`config.mk`:
```
export PLATFORM = sky130hd
export DESIGN_NAME = uart_rx_cfg
export DESIGN_NICKNAME = d
export VERILOG_FILES = /design/src/rtl/uart_rx_cfg.sv
export SDC_FILE = /design/constraint.sdc
export NUM_CORES = 1
export LEC_CHECK = 0
export CAP_MARGIN = 40
export CORE_ASPECT_RATIO = 1.5
export CORE_MARGIN = 5
export CORE_UTILIZATION = 30
export DETAILED_ROUTE_END_ITERATION = 16
export HOLD_SLACK_MARGIN = 0.15
export PLACE_DENSITY = 0.42
export SETUP_SLACK_MARGIN = 0.4
export SYNTH_ARGS = -nofsm -noshare
export SYNTH_HDL_FRONTEND = slang
export SYNTH_SLANG_ARGS = --single-unit
```
`constraint.sdc`:
```
create_clock -name clk -period 5.1 [get_ports clk]
set_input_delay 0.765 -clock clk [delete_from_list [all_inputs] [get_ports clk]]
set_output_delay 0.765 -clock clk [all_outputs]
set_load 0.02 [all_outputs]
```
`src/rtl/uart_rx_cfg.sv`:
```
// uart_rx_cfg: parametrised UART receiver with a 2-flop input synchroniser,
// false-start rejection, parity/framing error reporting and a valid/ack
// output handshake with overrun detection.
//
// Optional build macro: UART_RX_MAJORITY_VOTE_EN
//   When defined, every bit decision is the 2-of-3 majority of rx_s sampled
//   at baud counter values 1, 0 and CLK_DIV-1. The decision is made one
//   cycle after the centre sample.
//
// Ports:
//   clk          in   system clock
//   rst          in   asynchronous active-high reset
//   uart_rx      in   serial line, idle high, asynchronous to clk
//   rx_data      out  received word, held while rx_valid=1
//   rx_valid     out  word available; stays high until accepted
//   rx_ack       in   consumer accepts the word when rx_valid & rx_ack
//   frame_err    out  qualifies rx_data: a stop bit was sampled low
//   parity_err   out  qualifies rx_data: parity mismatch
//   overrun_err  out  one-cycle pulse: frame completed while previous word unaccepted
//   rx_busy      out  high in any state other than IDLE
module uart_rx_cfg #(
    parameter int unsigned CLK_DIV    = 10416,
    parameter int unsigned DATA_BITS  = 8,
    parameter int unsigned PARITY_EN  = 0,
    parameter int unsigned PARITY_ODD = 0,
    parameter int unsigned STOP_BITS  = 1
) (
    input  logic                 clk,
    input  logic                 rst,
    input  logic                 uart_rx,
    output logic [DATA_BITS-1:0] rx_data,
    output logic                 rx_valid,
    input  logic                 rx_ack,
    output logic                 frame_err,
    output logic                 parity_err,
    output logic                 overrun_err,
    output logic                 rx_busy
);

    localparam int unsigned      CNT_W    = $clog2(CLK_DIV);
    localparam logic [CNT_W-1:0] CNT_FULL = CNT_W'(CLK_DIV - 1);
    localparam logic [CNT_W-1:0] CNT_HALF = CNT_W'((CLK_DIV - 1) / 2);

    typedef enum logic [2:0] {
        S_IDLE,
        S_START,
        S_DATA,
        S_PARITY,
        S_STOP
    } state_t;

    // Synchroniser
    logic r_sync1;
    logic r_sync2;
    logic w_rx_s;

    // Receive state
    state_t               r_state,       w_state_nxt;
    logic [CNT_W-1:0]     r_cnt,         w_cnt_nxt;
    logic [3:0]           r_bit_idx,     w_bit_idx_nxt;
    logic                 r_stop_idx,    w_stop_idx_nxt;
    logic [DATA_BITS-1:0] r_shift,       w_shift_nxt;
    logic                 r_frame_flag,  w_frame_flag_nxt;
    logic                 r_parity_flag, w_parity_flag_nxt;
    logic                 r_done,        w_done_nxt;
    logic                 r_need_idle,   w_need_idle_nxt;

    // Output holding registers
    logic [DATA_BITS-1:0] r_rx_data;
    logic                 r_rx_valid;
    logic                 r_frame_err;
    logic                 r_parity_err;
    logic                 r_overrun;

    // Bit decision strobe and decided bit value
    logic w_tick;
    logic w_bit;

    assign w_rx_s = r_sync2;

    always_ff @(posedge clk or posedge rst) begin
        if (rst) begin
            r_sync1 <= 1'b1;
            r_sync2 <= 1'b1;
        end else begin
            r_sync1 <= uart_rx;
            r_sync2 <= r_sync1;
        end
    end

`ifdef UART_RX_MAJORITY_VOTE_EN
    logic r_vote0;
    logic r_vote1;
    logic r_vote_pend;

    // The third vote is rx_s itself on the cycle after the counter wraps,
    // so the decision strobe is a registered copy of the wrap condition.
    always_ff @(posedge clk or posedge rst) begin
        if (rst) begin
            r_vote0     <= 1'b1;
            r_vote1     <= 1'b1;
            r_vote_pend <= 1'b0;
        end else begin
            if (r_cnt == CNT_W'(1)) begin
                r_vote0 <= w_rx_s;
            end
            if (r_cnt == '0) begin
                r_vote1 <= w_rx_s;
            end
            r_vote_pend <= (r_state != S_IDLE) && (r_cnt == '0);
        end
    end

    assign w_tick = r_vote_pend;
    assign w_bit  = (r_vote0 & r_vote1) | (r_vote0 & w_rx_s) | (r_vote1 & w_rx_s);
`else
    assign w_tick = (r_state != S_IDLE) && (r_cnt == '0);
    assign w_bit  = w_rx_s;
`endif

    always_ff @(posedge clk or posedge rst) begin
        if (rst) begin
            r_state       <= S_IDLE;
            r_cnt         <= '0;
            r_bit_idx     <= '0;
            r_stop_idx    <= 1'b0;
            r_shift       <= '0;
            r_frame_flag  <= 1'b0;
            r_parity_flag <= 1'b0;
            r_done        <= 1'b0;
            r_need_idle   <= 1'b0;
        end else begin
            r_state       <= w_state_nxt;
            r_cnt         <= w_cnt_nxt;
            r_bit_idx     <= w_bit_idx_nxt;
            r_stop_idx    <= w_stop_idx_nxt;
            r_shift       <= w_shift_nxt;
            r_frame_flag  <= w_frame_flag_nxt;
            r_parity_flag <= w_parity_flag_nxt;
            r_done        <= w_done_nxt;
            r_need_idle   <= w_need_idle_nxt;
        end
    end

    always_comb begin
        w_state_nxt       = r_state;
        w_cnt_nxt         = r_cnt;
        w_bit_idx_nxt     = r_bit_idx;
        w_stop_idx_nxt    = r_stop_idx;
        w_shift_nxt       = r_shift;
        w_frame_flag_nxt  = r_frame_flag;
        w_parity_flag_nxt = r_parity_flag;
        w_done_nxt        = 1'b0;
        w_need_idle_nxt   = r_need_idle;

        // Baud counter free-runs while a frame is in progress
        if (r_state != S_IDLE) begin
            w_cnt_nxt = (r_cnt == '0) ? CNT_FULL : r_cnt - 1'b1;
        end

        case (r_state)
            S_IDLE: begin
                if (w_rx_s) begin
                    w_need_idle_nxt = 1'b0;
                end else if (!r_need_idle) begin
                    w_state_nxt = S_START;
                    w_cnt_nxt   = CNT_HALF;
                end
            end
            S_START: begin
                if (w_tick) begin
                    if (w_bit) begin
                        w_state_nxt = S_IDLE;
                    end else begin
                        w_state_nxt       = S_DATA;
                        w_bit_idx_nxt     = '0;
                        w_frame_flag_nxt  = 1'b0;
                        w_parity_flag_nxt = 1'b0;
                    end
                end
            end
            S_DATA: begin
                if (w_tick) begin
                    w_shift_nxt = {w_bit, r_shift[DATA_BITS-1:1]};
                    if (r_bit_idx == 4'(DATA_BITS - 1)) begin
                        w_state_nxt    = (PARITY_EN != 0) ? S_PARITY : S_STOP;
                        w_stop_idx_nxt = 1'b0;
                    end else begin
                        w_bit_idx_nxt = r_bit_idx + 4'd1;
                    end
                end
            end
            S_PARITY: begin
                if (w_tick) begin
                    w_parity_flag_nxt = (w_bit != ((^r_shift) ^ 1'(PARITY_ODD)));
                    w_state_nxt       = S_STOP;
                    w_stop_idx_nxt    = 1'b0;
                end
            end
            S_STOP: begin
                if (w_tick) begin
                    if (!w_bit) begin
                        w_frame_flag_nxt = 1'b1;
                    end
                    if (r_stop_idx == 1'(STOP_BITS - 1)) begin
                        w_state_nxt     = S_IDLE;
                        w_done_nxt      = 1'b1;
                        // A low final stop bit (e.g. a break) must see the
                        // line return high before another start is accepted.
                        w_need_idle_nxt = !w_bit;
                    end else begin
                        w_stop_idx_nxt = 1'b1;
                    end
                end
            end
            default: begin
                w_state_nxt = S_IDLE;
            end
        endcase
    end

    // Completion and handshake
    always_ff @(posedge clk or posedge rst) begin
        if (rst) begin
            r_rx_data    <= '0;
            r_rx_valid   <= 1'b0;
            r_frame_err  <= 1'b0;
            r_parity_err <= 1'b0;
            r_overrun    <= 1'b0;
        end else begin
            r_overrun <= 1'b0;
            if (r_done) begin
                if (!r_rx_valid || rx_ack) begin
                    r_rx_data    <= r_shift;
                    r_frame_err  <= r_frame_flag;
                    r_parity_err <= r_parity_flag;
                    r_rx_valid   <= 1'b1;
                end else begin
                    r_overrun <= 1'b1;
                end
            end else if (r_rx_valid && rx_ack) begin
                r_rx_valid <= 1'b0;
            end
        end
    end

    assign rx_data     = r_rx_data;
    assign rx_valid    = r_rx_valid;
    assign frame_err   = r_frame_err;
    assign parity_err  = r_parity_err;
    assign overrun_err = r_overrun;
    assign rx_busy     = (r_state != S_IDLE);

endmodule
```
Word-level counts from Yosys, hierarchy flattened

Index checks and enable logic that the tools add are counted.

Add/subtract/negate cells: 2
Multiply operators: 0
Div/mod/pow operators: 0
$lt $le $gt $ge: 0
Equality and inequality tests: 19
Shift operators: 0
Mux-type cells: 45
Bitwise logic cells: 0
Reductions and logical operators: 24

Operators by type and width:

| cell                                                 | count |
|---|---|
| 2-to-1 mux 14 bit                                    | 5 |
| 2-to-1 mux 3 bit                                     | 8 |
| != test 2 bit (second input constant)                | 12 |
| 2-to-1 mux 1 bit                                     | 21 |
| 2-to-1 mux 4 bit                                     | 4 |
| one-hot mux 3 bit (5 select lines)                   | 1 |
| AND reduction 5 bit                                  | 3 |
| logical NOT 14 bit                                   | 1 |
| subtractor 14 x 1 -> 14 bit (second input constant)  | 1 |
| nonzero test 2 bit                                   | 5 |
| one-hot mux 4 bit (2 select lines)                   | 1 |
| AND reduction 4 bit                                  | 2 |
| AND reduction 8 bit                                  | 1 |
| XOR reduction 8 bit                                  | 1 |
| equality test 3 x 2 -> 1 bit (second input constant) | 2 |
| one-hot mux 1 bit (2 select lines)                   | 3 |
| AND reduction 2 bit                                  | 3 |
| nonzero test 3 bit                                   | 2 |
| adder 4 x 1 -> 4 bit (second input constant)         | 1 |
| equality test 4 x 3 -> 1 bit (second input constant) | 1 |
| equality test 3 x 1 -> 1 bit (second input constant) | 1 |
| equality test 3 bit (second input constant)          | 1 |
| logical NOT 3 bit                                    | 1 |
| one-hot mux 1 bit (3 select lines)                   | 1 |
| other kinds (6)                                      | 8 |

Bits in registers: 48
Bits in latches: 0
RAM bits: 0
ROM bits: 0
Bits of input ports: 4
Output and inout bits: 13
Logic and storage cells: 106
Memories: 0

Longest topological paths before layout

Depth in word-level cells: 6
Depth in mapped cells: 7

Worst setup path before layout

Ideal clock, no wire load.

Kind: reg2reg
Start point: register r_cnt[0]
End point: register r_shift[0]
Library setup time: 0.125 ns
Arrival: 2.007 ns
Required time: 4.975 ns
Slack: 2.968 ns
Cell stages (with the launch flop): 8
Clock period less this slack: 2.132 ns
Cells stage by stage: dfrtp_1 inv_1 ha_1 nor3b_1 nand4_4 or4_1 buf_6 mux2_4

Longest elaborated chain between the ends: 3

Ends and longest elaborated chain:

| item                                 | RTL line | RTL |
|---|---|---|
| from (decl)                          | 59       | `logic [CNT_W-1:0] r_cnt, w_cnt_nxt;` |
| from (signal assigned)               | 134      | `r_cnt <= w_cnt_nxt;` |
| logical NOT 14 bit                   | 117      | `assign w_tick = (r_state != S_IDLE) && (r_cnt == '0);` |
| logical AND 1 bit                    | 117      |  |
| AND reduction 2 bit (no source line) | -        |  |
| to (signal assigned)                 | 137      | `r_shift <= w_shift_nxt;` |
| to (decl)                            | 62       | `logic [DATA_BITS-1:0] r_shift, w_shift_nxt;` |

Every way passes these cells.
A chain may end at the register's enable or synchronous reset.

Worst setup path in the final report

Start point: register r_state[2]
End point: output port rx_busy

Longest elaborated chain between the ends: 1

Ends and longest elaborated chain:

| item                   | RTL line | RTL |
|---|---|---|
| from (decl)            | 58       | `state_t r_state, w_state_nxt;` |
| from (signal assigned) | 133      | `r_state <= w_state_nxt;` |
| nonzero test 3 bit     | 252      | `assign rx_busy = (r_state != S_IDLE);` |
| to (decl)              | 37       | `output logic rx_busy` |

Every way passes these cells.

==> impl_results.md <==
* Initial Util at 0.304
* CTS Buffer Depth at 2
* Worst-skew pair later-pin latency at roughly 290 ps
* Largest net degree at the start of global routing at 28
* Mapped Cells at around 200
* Synth Cell Area at between 0.002 and 0.0025 sq mm
* Share of cells above drive strength 1 at 0.176
* Final max-slew violation count at 0
* Yosys warnings at 0
* Hold buffer count at cts at 0
* Outcome: finished clean
* Final setup viols at 0
* Period Utilization, post-route at 0.590
* Vias at ~1.6k
* Diode count at 0
* Part of the power in registers at 0.529
* Vias in the first global route at about 1.6k
* WL per Instance at 14.4 um
* Die height at 117 um
* Main combinational cell family by area after synthesis: simple AND/OR/NAND/NOR gates
* Initial drt markers at 60
* Hold WC Path Type: register to register
* Initial antenna violation count at 0
* Worst path arrival time at 2250 ps
* DR vias/cell at approximately 4.8
* Post-Route Setup TNS at 0 ps
* Congestion Overflow GR at 0
* Critical path data required time at approximately 4300 ps
* Core box area at 0.00756 sq mm
* Tmin final at 3010 ps
* Mean Syn Cell Area at 11.4 sq um
* Routed Antenna Nets at 0
* Max Cap Viol at 0
* Most common cell after layout, fill and taps aside: dfrtp_1
* Die width at 81.5 um
* Worst-path clk slew at roughly 60 ps
* Synthesized flop and latch total at between 40 and 50
* Area occupied by registers at around 0.0012 sq mm
* Post-synthesis compound-gate area fraction at 0.113
* GR Util All Layers at 0.112
* Logic pwr share at 0.022
* Setup repair after global routing missed its margin: no
* CTS tree: yes
* Synth top area cells: dfrtp_1, mux2_2, mux2_4, xnor2_1, o21ai_0
* Share of the synthesized area in the top cell type at 0.490
* Clock share of power at 0.449
* Net Count, Synth at 207
* Sw frac at 0.210
* Area occupied by multi-input gates at around 0.0010 sq mm
* Crit path capture type: output port
* Post-CTS setup buffers at 0
* PortBufs at 16
* Final Skew at approximately 5.2 ps
* Commonest cells after routing, fill and taps aside: dfrtp_1, clkdlybuf4s50_1, o21ai_0
* Area growth syn-to-layout at 18.5%
* Post-cts sizing count at 0
* Type of origin of the critical path: register
* Max Clock Freq at 332 MHz
* Root buffer cell: clkbuf_16
* Slew headroom at 0.410
* P_sw at ~150 uW
* Rows at 39
* Fraction of the mapped netlist area in simple logic gates at 0.167
* Multiplexer share of the synthesized area at 0.111
* Synth Flop Type: dfrtp_1
* Number of flops mapped to enable cells by yosys at 0
* Pleak at ~1.2 nW
* CTS Buf Count at 5
* Adder-cell share of the synthesized area at 0.0109
* GP Congestion at roughly 0.76
* Tightest Pin Transition at just under 900 ps
* Drt first pass iters at 4
* Die ar. at 0.00955 sq mm
* Final WL at around 4600 um
* Pwr Density at about 260 mW/mm^2
* Fillers at around 760
* Boundary Pins at 17
* Final hold viol count at 0
* Worst Path Class, Setup: register to output port
* Distinct cells, synth at 49
* Global-route wire length before repair at just over 8000 um
* XOR/XNOR Fraction of Synth Area at 0.0517
* Max VDD drop at 116 uV
* Crit Path Max Fanout at 14
* Hold WS at between 300 and 400 ps
* Clock Sinks at 47
* Htree depth at 2
* Pint at between 500 and 600 uW
* Async set or reset register ratio after synthesis at 1.00
* Cell taking the most area after synthesis: dfrtp_1
* Post-DP HPWL at approximately 3400 um
* Final net count at between 200 and 250
* DR DRC count at 0
* Seq/Total Area, Yosys at 0.513
[state kept, by name (all words and copies together) (netlist names)]
name / count
r_cnt: 14
r_shift: 8
overrun_err: 1
r_need_idle: 1
r_sync2: 1
r_done: 1
rx_data: 8
r_sync1: 1
rx_valid: 1
parity_err: 1
r_frame_flag: 1
frame_err: 1
r_parity_flag: 1
r_bit_idx: 4
r_state: 3
[cells by family (layout without fill, tap and decap cells)]
| logic type | count (synthesis) | count (layout) |
|---|---|---|
| AOI/OAI and AO/OA | 41 | 41 |
| xor gates and xnor gates | 12 | 12 |
| adders and majority gates | 2 | 2 |
| and+or+nand+nor | 60 | 60 |
| buffers and inverters | 19 | 39 |
| muxes | 20 | 20 |
| DFF | 47 | 47 |
[worst paths after layout]
kind,startpoint,endpoint,slack (ps),cells after the start
max,r_state[2],rx_busy,2090,3
max reg2reg,r_cnt[0],r_shift[0],2520,6
max in group asynchronous,rst,r_sync2,3740,3
min reg2reg,r_sync1,r_sync2,360,0
min in group asynchronous,rst,rx_data[5],800,2
min,r_sync1,r_sync2,360,0
[area by class of cell]
type | instances | share of cell area
Clock inverter | 2 | 0.00460
Timing Repair Buffer | 18 | 0.0680
Inverter | 13 | 0.0179
Sequential cell | 47 | 0.433
Tap cell | 102 | 0.0469
Clock buffer | 6 | 0.0473
Multi-Input combinational cell | 135 | 0.382
[through the flow]
stage	util	setup slack (ps)	power [mW]	instance area [sq um]	std cells
after floorplan	-	2970	0.391	2300	201
after global placement	0.338	2340	0.397	2560	313
after detailed placement	0.341	2370	0.399	2580	315
after CTS	0.360	2040	0.729	2720	323
after global routing	0.360	1900	0.748	2720	323
final	0.360	2090	0.710	2720	323
[power groups by stage]
stage / combinational, mW / sequential [mW] / clock (mW)
after floorplan: 0.00968 / 0.381 / 0
after detailed placement: 0.0167 / 0.382 / 0
after global placement: 0.0146 / 0.382 / 0
after global routing: 0.0185 / 0.375 / 0.355
after CTS: 0.0167 / 0.375 / 0.337
final: 0.0158 / 0.375 / 0.319
[synth_stat cells, drive strengths merged, types with 3 or more instances]
cell / n
mux2: 19
nand2: 10
or4: 3
dfrtp: 45
o21ai: 13
a31oi: 5
nand2b: 3
a211oi: 3
nor2: 6
nor3: 9
nor4: 3
inv: 13
a21oi: 8
clkbuf: 5
nor2b: 3
xor2: 3
nand3: 5
xnor2: 8
[routing by layer]
metal | vias to the layer above | wire length, um | part of all wire | GRT usage
met3 | 10 | 174 | 0.037 | 0.0283
met5 | - | 0 | 0 | 0
met1 | 772 | 1880 | 0.40 | 0.125
met4 | 0 | 129 | 0.028 | 0.0676
met2 | 24 | 2460 | 0.53 | 0.190
li1 | 757 | - | - | -
[worst max-delay path: stages (launching register included)]
cell             delay (ps)
dfrtp_1                 470
nor3_1                  500
inv_1                   350
clkdlybuf4s50_1         630
No activity file was read; power rests on OpenSTA's default activity.
==> variant (same flow settings) <==
Change the parameter `DATA_BITS` from 8 to 10.
--- a/src/rtl/uart_rx_cfg.sv
+++ b/src/rtl/uart_rx_cfg.sv
@@ -22,3 +22,3 @@
     parameter int unsigned CLK_DIV    = 10416,
-    parameter int unsigned DATA_BITS  = 8,
+    parameter int unsigned DATA_BITS  = 10,
     parameter int unsigned PARITY_EN  = 0,
Ports: changed (resized rx_data); port bits go from 17 to 19. No check against the original RTL was run, so the function may have changed too.
==> variant against the unedited design <==
- sequential cell count increased by 4
- combinational power down 5%
- sequential share of layout area rose by 0.88 points
- worst setup slack gained 0.15 ns
- via count rose by 1.4%
- wire length increased by 4.2%
- final area is 6.3% higher
- utilization up 0.16 points
- count of clock-buffer cells in the layout increased by 1
- hold slack got worse by 0.0028 ns
- power is 9.7% higher
- synthesized area rose by 6.6%
- non-clock buffer count grew 1
- critical path depth did not move
- largest cell class unchanged
- largest power group unchanged
==> variant: results (changes against the unedited design) <==
\begin{tabular}{lr}
\hline
Metric & Value \\
\hline
\multicolumn{2}{l}{\textbf{Routing}} \\
\quad Total via count after detailed routing & 1585 (+1.4\%) \\
\quad Met1 layer wirelength in the final routing & 2020 µm (+7.4\%) \\
\quad Detailed-route vias per instance & 4.75 (-1.9\%) \\
\quad Met3 routed WL & 143 µm (-18\%) \\
\quad Wire length reported by the detailed router & 4840 µm (+4.2\%) \\
\quad Routed wl met2 & 2580 µm (+5.0\%) \\
\multicolumn{2}{l}{\textbf{Placement}} \\
\quad Port Buf Inserts & 18 (+2) \\
\quad Detail Placement HPWL & 3450 µm (+1.8\%) \\
\quad Worst slack at placement & 2.53 ns (+0.154 ns) \\
\quad GP Congestion & 0.738 (-2.3\%) \\
\multicolumn{2}{l}{\textbf{Synthesis}} \\
\quad Cell count after synthesis & 208 (+3.5\%) \\
\quad Proportion of synthesized chip area in sequential cells & 0.522 (+0.00917) \\
\quad Cell types occupying the most area after synthesis & sky130\_fd\_sc\_hd\_\_dfrtp\_1 50\%, sky130\_fd\_sc\_hd\_\_mux2\_2 10\%, sky130\_fd\_sc\_hd\_\_xnor2\_1 2.9\% \\
\quad Top cell types by occurrence after synthesis & 49 x sky130\_fd\_sc\_hd\_\_dfrtp\_1, 22 x sky130\_fd\_sc\_hd\_\_mux2\_2, 16 x sky130\_fd\_sc\_hd\_\_nand2\_1 \\
\quad Synth Net Count & 215 (+3.9\%) \\
\multicolumn{2}{l}{\textbf{STA}} \\
\quad Worst Clk Skew & 0.00548 ns (+0.000283 ns) \\
\quad Worst hold slack across all endpoints & 0.356 ns (-0.00275 ns) \\
\quad Slew HR & 0.563 (+0.153) \\
\multicolumn{2}{l}{\textbf{Power}} \\
\quad Peak ir drop on the vdd network & 124 µV (+6.9\%) \\
\quad Leak & 0.00127 µW (+9.6\%) \\
\multicolumn{2}{l}{\textbf{Setup path}} \\
\quad Crit-path max FO & 13 (-1) \\
\quad Worst R2R Start & r\_cnt[0] \\
\quad Cells on worst reg2reg path & 6 (unchanged) \\
\quad Slowest cell on the critical path & sky130\_fd\_sc\_hd\_\_clkdlybuf4s50\_1 \\
\quad RR Endpoint & r\_bit\_idx[0] \\
\multicolumn{2}{l}{\textbf{Worst hold path}} \\
\quad Type of the tightest min-delay check & flip-flop to flip-flop \\
\multicolumn{2}{l}{\textbf{Clocking}} \\
\quad Total number of H-tree levels & 2 (unchanged) \\
\multicolumn{2}{l}{\textbf{GRT}} \\
\quad Number of global-route vias before repair & 1711 (+6.6\%) \\
\quad Wire length of the first global-routing pass & 8480 µm (+5.2\%) \\
\quad Total Routing Usage GR & 0.105 (-0.00717) \\
\multicolumn{2}{l}{\textbf{Cells and area}} \\
\quad Total Nets Final & 235 (+4.0\%) \\
\quad Fraction of layout cells with a size suffix above 1 & 0.197 (+0.0200) \\
\multicolumn{2}{l}{\textbf{Outcome}} \\
\quad Status & finished, final reports clean \\
\hline
\end{tabular}
[variant: critical path: cells and delay by family, from the launching register on]
family,cells,cell delay [ns]
buf+inv,2,0.93
flops,1,0.49
simple gates,1,0.39
[variant: power breakdown]
part           switching, µW  total, µW  internal (µW)  leakage [µW]
clock network            148        357            209     0.0000761
registers               1.49        407            406      0.000670
logic                   9.90       15.0           5.06      0.000520
[variant: cell type report]
type	count	area [µm²]
Clock buffer	7	153
Clock inverter	1	7.51
Fill cell	797	5110
Inverter	9	33.8
Multi-Input combinational cell	142	1100
Sequential cell	51	1280
Tap cell	105	131
Timing Repair Buffer	19	188
[variant: kinds of logic (layout without fill, tap and decap cells)]
logic type | Yosys count | after routing | synth area share
adders and majority gates | 3 | 3 | 0.0153
xor gates and xnor gates | 15 | 15 | 0.0592
and+or+nand+nor | 64 | 64 | 0.165
muxes | 27 | 27 | 0.123
buffers and inverters | 15 | 36 | 0.0276
DFF | 51 | 51 | 0.522
AOI/OAI and AO/OA | 33 | 33 | 0.0884
[variant: per-layer routing]
| metal | global-route usage | vias up |
|---|---|---|
| met5 | 0 | - |
| met4 | 0.0423 | 0 |
| met3 | 0.0252 | 7 |
| met2 | 0.193 | 17 |
| met1 | 0.116 | 775 |
| li1 | - | 786 |
[variant: how the worst max path moves through the flow]
| stage | to | slack [ns] | startpoint | cells after the start |
|---|---|---|---|---|
| after global placement | rx_busy | 2.57 | r_state[1] | 3 |
| final | rx_busy | 2.24 | r_state[1] | 3 |
| after floorplan | frame_err | 3.11 | rst | 1 |
| after CTS | rx_busy | 2.20 | r_state[1] | 3 |
| after detailed placement | rx_busy | 2.53 | r_state[1] | 3 |
| after global routing | rx_busy | 2.06 | r_state[1] | 3 |
